## config.mk

```make
export PLATFORM = sky130hd
export DESIGN_NAME = oled_spi_driver_flat
export DESIGN_NICKNAME = d
export VERILOG_FILES = /design/src/rtl/oled_spi_driver_if.sv /design/src/rtl/oled_spi_driver.sv /design/src/flat_wrapper.sv
export SDC_FILE = /design/constraint.sdc
export NUM_CORES = 1
export LEC_CHECK = 0
export ABC_AREA = 1
export CAP_MARGIN = 20
export CORE_UTILIZATION = 35
export DETAILED_ROUTE_END_ITERATION = 10
export GPL_TIMING_DRIVEN = 0
export PLACE_DENSITY = 0.54
export SLEW_MARGIN = 10
export SYNTH_ARGS = -nofsm -noshare
export SYNTH_HDL_FRONTEND = slang
export SYNTH_SLANG_ARGS = --single-unit
```

## constraint.sdc

```tcl
create_clock -name clk_in -period 2.1 [get_ports clk_in]
set_clock_uncertainty 0.1 [all_clocks]
set_input_delay 0.21 -clock clk_in [delete_from_list [all_inputs] [get_ports clk_in]]
set_output_delay 0.21 -clock clk_in [all_outputs]
set_load 0.03 [all_outputs]
```

## src/rtl/oled_spi_driver_if.sv

```systemverilog
// Byte/sync request handshake between the digit data streamer and the OLED SPI driver.
interface oled_spi_driver_if;
    logic [7:0] data_in;
    logic       write_stb_in;
    logic       sync_stb_in;
    logic       ready_out;

    modport master (
        output data_in,
        output write_stb_in,
        output sync_stb_in,
        input  ready_out
    );

    modport slave (
        input  data_in,
        input  write_stb_in,
        input  sync_stb_in,
        output ready_out
    );
endinterface

```

## src/rtl/oled_spi_driver.sv

```systemverilog
// SSD1306 4-wire SPI driver: panel reset pulse, init ROM playback, then data bytes (D/C=1)
// and GDDRAM window re-home command blocks (D/C=0) on request.
module oled_spi_driver #(
    parameter int unsigned CLK_DIV    = 2,
    parameter int unsigned RST_CYCLES = 16
) (
    input  logic             clk_in,
    input  logic             reset_in,
    oled_spi_driver_if.slave host_if,
    output logic             spi_sck_out,
    output logic             spi_mosi_out,
    output logic             spi_cs_n_out,
    output logic             spi_dc_out,
    output logic             oled_rst_n_out
);
    localparam int unsigned DivW = (CLK_DIV > 1) ? $clog2(CLK_DIV) : 1;
    localparam int unsigned RstW = (RST_CYCLES > 1) ? $clog2(RST_CYCLES) : 1;
    localparam logic [DivW-1:0] DivLast   = DivW'(CLK_DIV - 1);
    localparam logic [RstW-1:0] RstLast   = RstW'(RST_CYCLES - 1);
    localparam logic [4:0]      InitLast  = 5'd24;
    localparam logic [4:0]      SyncFirst = 5'd25;
    localparam logic [4:0]      SyncLast  = 5'd30;

    typedef enum logic [2:0] {
        S_RST_LOW, S_RST_HIGH, S_INIT, S_IDLE, S_DATA, S_SYNC
    } state_t;

    state_t          r_state, w_state_next;
    logic [RstW-1:0] r_rst_cnt, w_rst_cnt_next;
    logic [DivW-1:0] r_div, w_div_next;
    logic [2:0]      r_bit, w_bit_next;
    logic [4:0]      r_idx, w_idx_next;
    logic [7:0]      r_shift, w_shift_next;
    logic            r_sck, w_sck_next;
    logic            r_cs_n, w_cs_n_next;
    logic            r_dc, w_dc_next;
    logic            r_gap, w_gap_next;
    logic            r_oled_rst_n, w_oled_rst_n_next;
    logic            w_load;
    logic [7:0]      w_load_byte;
    logic            w_last_byte;

    // Init sequence at 0..24, address-window block at 25..30.
    function automatic logic [7:0] rom_byte(input logic [4:0] idx);
        case (idx)
            5'd0:    rom_byte = 8'hAE;
            5'd1:    rom_byte = 8'hD5;
            5'd2:    rom_byte = 8'h80;
            5'd3:    rom_byte = 8'hA8;
            5'd4:    rom_byte = 8'h1F;
            5'd5:    rom_byte = 8'hD3;
            5'd6:    rom_byte = 8'h00;
            5'd7:    rom_byte = 8'h40;
            5'd8:    rom_byte = 8'h8D;
            5'd9:    rom_byte = 8'h14;
            5'd10:   rom_byte = 8'h20;
            5'd11:   rom_byte = 8'h00;
            5'd12:   rom_byte = 8'hA1;
            5'd13:   rom_byte = 8'hC8;
            5'd14:   rom_byte = 8'hDA;
            5'd15:   rom_byte = 8'h02;
            5'd16:   rom_byte = 8'h81;
            5'd17:   rom_byte = 8'h8F;
            5'd18:   rom_byte = 8'hD9;
            5'd19:   rom_byte = 8'hF1;
            5'd20:   rom_byte = 8'hDB;
            5'd21:   rom_byte = 8'h40;
            5'd22:   rom_byte = 8'hA4;
            5'd23:   rom_byte = 8'hA6;
            5'd24:   rom_byte = 8'hAF;
            5'd25:   rom_byte = 8'h21;
            5'd26:   rom_byte = 8'h00;
            5'd27:   rom_byte = 8'h7F;
            5'd28:   rom_byte = 8'h22;
            5'd29:   rom_byte = 8'h00;
            5'd30:   rom_byte = 8'h03;
            default: rom_byte = 8'h00;
        endcase
    endfunction

    always_comb begin
        w_state_next      = r_state;
        w_rst_cnt_next    = r_rst_cnt;
        w_div_next        = r_div;
        w_bit_next        = r_bit;
        w_idx_next        = r_idx;
        w_shift_next      = r_shift;
        w_sck_next        = r_sck;
        w_cs_n_next       = r_cs_n;
        w_dc_next         = r_dc;
        w_gap_next        = r_gap;
        w_oled_rst_n_next = r_oled_rst_n;
        w_load            = 1'b0;
        w_load_byte       = 8'h00;
        w_last_byte       = (r_state == S_DATA) ||
                            ((r_state == S_INIT) && (r_idx == InitLast)) ||
                            ((r_state == S_SYNC) && (r_idx == SyncLast));

        case (r_state)
            S_RST_LOW: begin
                if (r_rst_cnt == RstLast) begin
                    w_state_next      = S_RST_HIGH;
                    w_rst_cnt_next    = '0;
                    w_oled_rst_n_next = 1'b1;
                end else begin
                    w_rst_cnt_next = r_rst_cnt + 1'b1;
                end
            end
            S_RST_HIGH: begin
                if (r_rst_cnt == RstLast) begin
                    w_state_next = S_INIT;
                    w_idx_next   = 5'd0;
                    w_dc_next    = 1'b0;
                    w_load       = 1'b1;
                    w_load_byte  = rom_byte(5'd0);
                end else begin
                    w_rst_cnt_next = r_rst_cnt + 1'b1;
                end
            end
            S_IDLE: begin
                // Sync has priority; a simultaneous write is dropped.
                if (host_if.sync_stb_in) begin
                    w_state_next = S_SYNC;
                    w_idx_next   = SyncFirst;
                    w_dc_next    = 1'b0;
                    w_load       = 1'b1;
                    w_load_byte  = rom_byte(SyncFirst);
                end else if (host_if.write_stb_in) begin
                    w_state_next = S_DATA;
                    w_dc_next    = 1'b1;
                    w_load       = 1'b1;
                    w_load_byte  = host_if.data_in;
                end
            end
            S_INIT, S_DATA, S_SYNC: begin
                if (r_div != DivLast) begin
                    w_div_next = r_div + 1'b1;
                end else if (r_gap) begin
                    w_div_next = '0;
                    w_gap_next = 1'b0;
                    if (w_last_byte) begin
                        w_state_next = S_IDLE;
                    end else begin
                        w_idx_next  = r_idx + 5'd1;
                        w_load      = 1'b1;
                        w_load_byte = rom_byte(r_idx + 5'd1);
                    end
                end else if (!r_sck) begin
                    w_div_next = '0;
                    w_sck_next = 1'b1;
                end else begin
                    w_div_next = '0;
                    w_sck_next = 1'b0;
                    if (r_bit == 3'd0) begin
                        w_cs_n_next = 1'b1;
                        w_gap_next  = 1'b1;
                    end else begin
                        w_bit_next   = r_bit - 3'd1;
                        w_shift_next = {r_shift[6:0], 1'b0};
                    end
                end
            end
            default: w_state_next = S_RST_LOW;
        endcase

        if (w_load) begin
            w_shift_next = w_load_byte;
            w_bit_next   = 3'd7;
            w_div_next   = '0;
            w_sck_next   = 1'b0;
            w_gap_next   = 1'b0;
            w_cs_n_next  = 1'b0;
        end
    end

    always_ff @(posedge clk_in or negedge reset_in) begin
        if (!reset_in) begin
            r_state      <= S_RST_LOW;
            r_rst_cnt    <= '0;
            r_div        <= '0;
            r_bit        <= 3'd7;
            r_idx        <= 5'd0;
            r_shift      <= 8'h00;
            r_sck        <= 1'b0;
            r_cs_n       <= 1'b1;
            r_dc         <= 1'b0;
            r_gap        <= 1'b0;
            r_oled_rst_n <= 1'b0;
        end else begin
            r_state      <= w_state_next;
            r_rst_cnt    <= w_rst_cnt_next;
            r_div        <= w_div_next;
            r_bit        <= w_bit_next;
            r_idx        <= w_idx_next;
            r_shift      <= w_shift_next;
            r_sck        <= w_sck_next;
            r_cs_n       <= w_cs_n_next;
            r_dc         <= w_dc_next;
            r_gap        <= w_gap_next;
            r_oled_rst_n <= w_oled_rst_n_next;
        end
    end

    assign host_if.ready_out = (r_state == S_IDLE);
    assign spi_sck_out       = r_sck;
    assign spi_mosi_out      = r_shift[7];
    assign spi_cs_n_out      = r_cs_n;
    assign spi_dc_out        = r_dc;
    assign oled_rst_n_out    = r_oled_rst_n;
endmodule
```

## src/flat_wrapper.sv

```systemverilog
// flat-port wrapper written by rule: the top's interface ports become plain ports
module oled_spi_driver_flat 
#(
    parameter int unsigned CLK_DIV    = 2,
    parameter int unsigned RST_CYCLES = 16
)
  (clk_in, reset_in, spi_sck_out, spi_mosi_out, spi_cs_n_out, spi_dc_out, oled_rst_n_out, host_if_data_in, host_if_write_stb_in, host_if_sync_stb_in, host_if_ready_out);
  oled_spi_driver_if host_if_i ();
  input  logic clk_in;
  input  logic reset_in;
  output logic spi_sck_out;
  output logic spi_mosi_out;
  output logic spi_cs_n_out;
  output logic spi_dc_out;
  output logic oled_rst_n_out;
  input wire logic [$bits(host_if_i.data_in)-1:0] host_if_data_in;
  input wire logic [$bits(host_if_i.write_stb_in)-1:0] host_if_write_stb_in;
  input wire logic [$bits(host_if_i.sync_stb_in)-1:0] host_if_sync_stb_in;
  output wire logic [$bits(host_if_i.ready_out)-1:0] host_if_ready_out;
  assign host_if_i.data_in = host_if_data_in;
  assign host_if_i.write_stb_in = host_if_write_stb_in;
  assign host_if_i.sync_stb_in = host_if_sync_stb_in;
  assign host_if_ready_out = host_if_i.ready_out;
  oled_spi_driver #(.CLK_DIV(CLK_DIV), .RST_CYCLES(RST_CYCLES)) u_core (.clk_in(clk_in), .reset_in(reset_in), .host_if(host_if_i), .spi_sck_out(spi_sck_out), .spi_mosi_out(spi_mosi_out), .spi_cs_n_out(spi_cs_n_out), .spi_dc_out(spi_dc_out), .oled_rst_n_out(oled_rst_n_out));
endmodule
```

# [Yosys cells after proc, flatten, opt, wreduce, memory -nomap -nowiden]
# Memories as Yosys holds them, arrays and structs flattened.
# Cells that the tools add are included.
[totals] regBits=29 romBits=256 input_bits=12 word_cells=125 n_memories=1
[op_classes] n_addsub=4 eq_ne=19 muxes=67 n_reduce_logical=23
[mem_list] name="(no name shown)" depth=32 word_bits=8 rd=1 rd_ports_with_merged_regs=0 wr=0 line_no="oled_spi_driver.sv:45" text="case (idx)"
[op_table] operator="8-bit two-way mux" count=12
[op_table] operator="3-bit two-way mux" count=13
[op_table] operator="1-bit two-way mux" count=29
[op_table] operator="5-bit two-way mux" count=5
[op_table] operator="8-bit case mux with 3 select lines" count=1
[op_table] operator="5-bit case mux with 3 select lines" count=1
[op_table] operator="2-bit by 1-bit inequality test with 1-bit output, second input constant" count=6
[op_table] operator="3-bit case mux with 4 select lines" count=1
[op_table] operator="6-bit AND reduction" count=2
[op_table] operator="2-bit nonzero test" count=6
[op_table] operator="5-bit == test, second input constant" count=2
[op_table] operator="5-bit AND reduction" count=2
[op_table] operator="4-bit two-way mux" count=2
[op_table] operator="2-bit inequality test, second input constant" count=4
[op_table] operator="4-bit case mux with 2 select lines" count=1
[op_table] operator="3-bit by 2-bit == test with 1-bit output, second input constant" count=2
[op_table] operator="3-bit == test, second input constant" count=2
[op_table] operator="3-bit logical NOT" count=2
[op_table] operator="2-bit AND reduction" count=3
[op_table] operator="3-bit AND reduction" count=2
[op_table] operator="5-bit by 1-bit adder with 5-bit output, second input constant" count=1
[op_table] operator="4-bit by 1-bit adder with 4-bit output, second input constant" count=1
[op_table] operator="4-bit == test, second input constant" count=1
[op_table] operator="3-bit by 1-bit == test with 1-bit output, second input constant" count=1
[op_table] operator="9 further kinds" count=11

# [Depth between registers and ports, before layout]
[logic_depth] ltp_word=10 mapped_depth=14 mapped_depth_nobuf=13

# [Worst setup path after synthesis]
# No wires, ideal clock.
[synth_timing] path_type="reg-to-reg" startpoint="reg u_core.r_idx[0]" endpoint="reg u_core.r_shift[6]" arrival_ps=1701 setup_slack_ps=183 stages_incl_launch_ff=12 period_less_slack_ps=1917 path_cell_list="dfrtp_1 ha_1 nand2_2 inv_2 nor2_2 ha_1 o21ai_0 nand2_1 nand3_1 nand2_1 nand2_1 nand2_1"
[synth_between] elab_chain_cells=10 elab_cells_between_ends=23
[synth_rtl] element="from (decl)" line_no="oled_spi_driver.sv:32" text="logic [4:0] r_idx, w_idx_next;"
[synth_rtl] element="from (signal assigned)" line_no="oled_spi_driver.sv:194" text="r_idx <= w_idx_next;"
[synth_rtl] element="branches (longest 10 deep; another with memory read 32 x 8 bit)"
[synth_rtl] element="to (signal assigned)" line_no="oled_spi_driver.sv:195" text="r_shift <= w_shift_next;"
[synth_rtl] element="to (decl)" line_no="oled_spi_driver.sv:33" text="logic [7:0] r_shift, w_shift_next;"
# Several ways; the timed one is not identified.
# A chain may end at the register's enable or synchronous reset.

# [Final worst setup path]
[layout_timing] startpoint="reg u_core.r_idx[1]" endpoint="reg u_core.r_shift[1]"
# Same word-level chain as after synthesis.

==> key figures <==
Finish
  – Finished Core Util: 0.441
  – Nets: just over 400
  – Register area: 733 um2
  – Filler cell count: 670
  – Diode count: 0
  – Share of layout cells above drive strength 1: 0.165
  – Footprint of the multi-input gates: around 1400 um2
  – Layout area overhead: 21.3%

Power
  – VDD IR-drop max: 0.585 mV
  – Logic gate share of total power: 0.597
  – Power Internal: between 2 and 2.5 mW
  – Sequential Power Share: 0.257
  – Leakage: about 1.4 nW
  – Total power: 4.08 mW
  – P_sw: 1.92 mW
  – Clk pwr share: 0.146
  – Sw frac: 0.471
  – Pwr Density: approximately 1500 nW/um2

GRT
  – Met3 Usage GRT: 0.0386
  – GRT Total Usage: 0.175
  – Grt peak-use layer: met2
  – Largest net degree at the start of global routing: 30
  – Gr ovfl total: 0
  – GR Layer Usage met1: 0.241
  – GR met2 Demand/Resource: 0.280
  – Initial antenna violation count: 0
  – Vias in the first global route: about 2200
  – First-pass GRT wire length: 9990 um

Floorplan
  – Placeable Area: 6390 um2
  – Die X: around 83 um
  – Initial Util: 0.364
  – Die ar.: 6960 um2
  – Row cnt: 29
  – Die Ht: 83.5 um
  – Num ports: 18

Worst hold path
  – Hold Path Class: flip-flop to flip-flop
  – Critical hold path startpoint: u_core.spi_cs_n_out$_DFFE_PN1P_
  – End of the worst hold path: u_core.spi_cs_n_out$_DFFE_PN1P_
  – Hold path cells: 2

Clock tree
  – Clock Tree Root: clkbuf_8
  – Worst-path clk slew: 0.06 ns
  – CTS buffer count: 5
  – Sink Count: 29
  – CTS Buffer Depth: 2
  – Clock Latency Late Sink: around 0.27 ns
  – CTS tree: done
  – H-tree level count: 2

Routing
  – DRC: 0
  – Final wirelength: roughly 5700 um
  – Remaining antenna violation count: 0
  – DR vias: 2273
  – Initial DRC Count: 136
  – Vias per cell: 4.89
  – WL/cell: 12.3 um
  – First-pass DRT Iterations: 4

Worst setup path
  – Worst reg-to-reg path cell count: 12
  – Largest fanout on the critical path: 10
  – Crit path capture type: flip-flop
  – Critical Path AT: 1.99 ns
  – FF-to-FF Start: u_core.r_idx[1]$_DFFE_PN0P_
  – Crit start category: flip-flop
  – Worst Path Required: 2.17 ns
  – Setup Crit Path Kind: flip-flop to flip-flop
  – RR Endpoint: u_core.r_shift[1]$_DFFE_PN0P_
  – R2r setup slk: 0.18 ns

STA
  – Final Max Tran Viols: 0
  – Minimum clock period: a little under 2 ns
  – Min Hold Slack: 0.362 ns
  – Fmax: 520 MHz
  – Rel. slew slack: 0.567
  – Setup Total Neg Slack: 0 ns
  – Tightest Pin Transition: 0.649 ns
  – Count of final setup violators: 0
  – Fin crit share: 0.916
  – Endpoints failing hold: 0
  – RSZ-0062 raised after global routing: false

Yosys
  – Avg Inst Size Synth: 6.60 um2
  – Yosys top cell area share: 0.269
  – Post-synth top flop: dfrtp_1
  – Netlist cell types: 35
  – Synth area leader: dfrtp_1
  – Async set-reset flop share out of synthesis: 1.00
  – Synth Instances: between 300 and 400
  – Mapped Area: 2320 um2
  – Top cells by area, synth: dfrtp_1, nand2_1, nand3_1
  – Top-count cell post-synth: nand2_1
  – Flip-flop and latch count after synthesis: 29
  – Syn nets: 377
  – Top cells by count, synth: nand2_1, nand3_1, inv_1
  – Part of the Yosys area used for sequential elements: 0.315
  – Post-synth EDFFs: 0
  – Syn. warnings: 0

Flow run
  – Max-cap viol count: 0

Placed design
  – Port bufs: 17
  – GPL Wtd Cong: 0.881
  – DP Wirelength: 4250 um

Status
  – Status: completed
-- through the flow --
stage / instances / setup WS, ns / instance area [um2]
after detailed placement: 446 / -0.161 / 2580
after CTS: 456 / 0.0174 / 2730
after global routing: 465 / 0.00168 / 2820
final: 465 / 0.177 / 2820
after floorplan: 352 / 0.183 / 2320
after global placement: 446 / -0.188 / 2590
-- placed cells by master (no fill, tap or decap), types with 9 or more instances in the layout --
| cell type | instances |
|---|---|
| clkdlybuf4s50_1 | 15 |
| buf_4 | 10 |
| dfrtp_1 | 23 |
| nand3_1 | 40 |
| inv_1 | 37 |
| o21ai_1 | 13 |
| o21ai_0 | 9 |
| a21oi_1 | 17 |
| nor2_1 | 26 |
| nand2_1 | 118 |
| ha_1 | 11 |
-- how the worst max path moves through the flow --
| stage | from | to | cells past startpoint | slack (ns) |
|---|---|---|---|---|
| final | u_core.r_idx[1]$_DFFE_PN0P_ | u_core.r_shift[1]$_DFFE_PN0P_ | 12 | 0.18 |
| after global routing | u_core.r_idx[1]$_DFFE_PN0P_ | u_core.r_shift[2]$_DFFE_PN0P_ | 12 | 0.002 |
| after CTS | u_core.r_idx[1]$_DFFE_PN0P_ | u_core.r_shift[4]$_DFFE_PN0P_ | 12 | 0.02 |
| after detailed placement | u_core.r_idx[0]$_DFFE_PN0P_ | u_core.r_shift[0]$_DFFE_PN0P_ | 11 | -0.16 |
| after global placement | u_core.r_idx[0]$_DFFE_PN0P_ | u_core.r_shift[0]$_DFFE_PN0P_ | 11 | -0.19 |
| after floorplan | u_core.r_idx[0]$_DFFE_PN0P_ | u_core.r_shift[6]$_DFFE_PN0P_ | 11 | 0.18 |
-- kinds of logic (layout without fill, tap and decap cells) --
kind of cell               count (synthesis)  in the layout  synth area share
adders and majority gates                 13             13            0.0700
muxes                                      1              1           0.00485
AOI/OAI and AO/OA                         48             48             0.116
xor gates and xnor gates                   2              2           0.00754
DFF                                       29             29             0.315
and+or+nand+nor                          205            205             0.388
buffers and inverters                     54             90            0.0981
-- sequential cells by signal, indices dropped and copies added, names as in the netlist --
register and count:
u_core.r_idx 5, u_core.spi_dc_out 1, u_core.r_bit 3, u_core.spi_sck_out 1, u_core.r_state 3, u_core.r_gap 1
u_core.spi_cs_n_out 1, u_core.r_rst_cnt 4, u_core.r_shift 8, u_core.r_div 1, u_core.oled_rst_n_out 1
-- worst max-delay path, stage by stage, from the launching register on --
cell      delay [ns]
dfrtp_2         0.44
clkbuf_2        0.18
buf_4           0.12
nand4_1         0.09
nand2_1         0.19
clkbuf_4        0.24
nand2_1         0.06
nand2_1         0.08
nand2_1         0.06
nand3_1         0.08
nand2_1         0.06
nand2_1         0.07
nand2_1         0.04
-- metal layers --
layer  part of all wire  vias up
met3              0.032        4
met4             0.0084        0
met2               0.45       31
li1                   -     1199
met1               0.51     1039
met5                  0        -
-- area by class of cell --
class,count,share of cell area
inverter,46,0.0631
tap,77,0.0342
clock buffer,7,0.0307
timing repair buffer,28,0.0875
sequential,29,0.260
buffer,8,0.0204
multi-input combinational,269,0.493
clock inverter,1,0.0107
-- what timing repair did --
item / in CTS / in global routing
gates cloned: 0 / 0
hold buffers: 1 / 0
buffers inserted: 1 / 9
endpoints found under the hold margin: 25 / 0
pin swaps: 0 / 2
resized for setup: 6 / 8
endpoints found under the setup margin: 11 / 8
-- power by group through the flow --
stage	combinational (mW)	sequential, mW	clock (mW)
2_1_floorplan	1.68	1.11	0
3_3_place_gp	2.31	1.07	0
3_5_place_dp	2.32	1.06	0
4_1_cts	2.36	1.05	0.617
5_1_grt	2.79	1.09	0.644
6_report	2.44	1.05	0.598
Note: power is estimated with default switching activity, not from simulation.
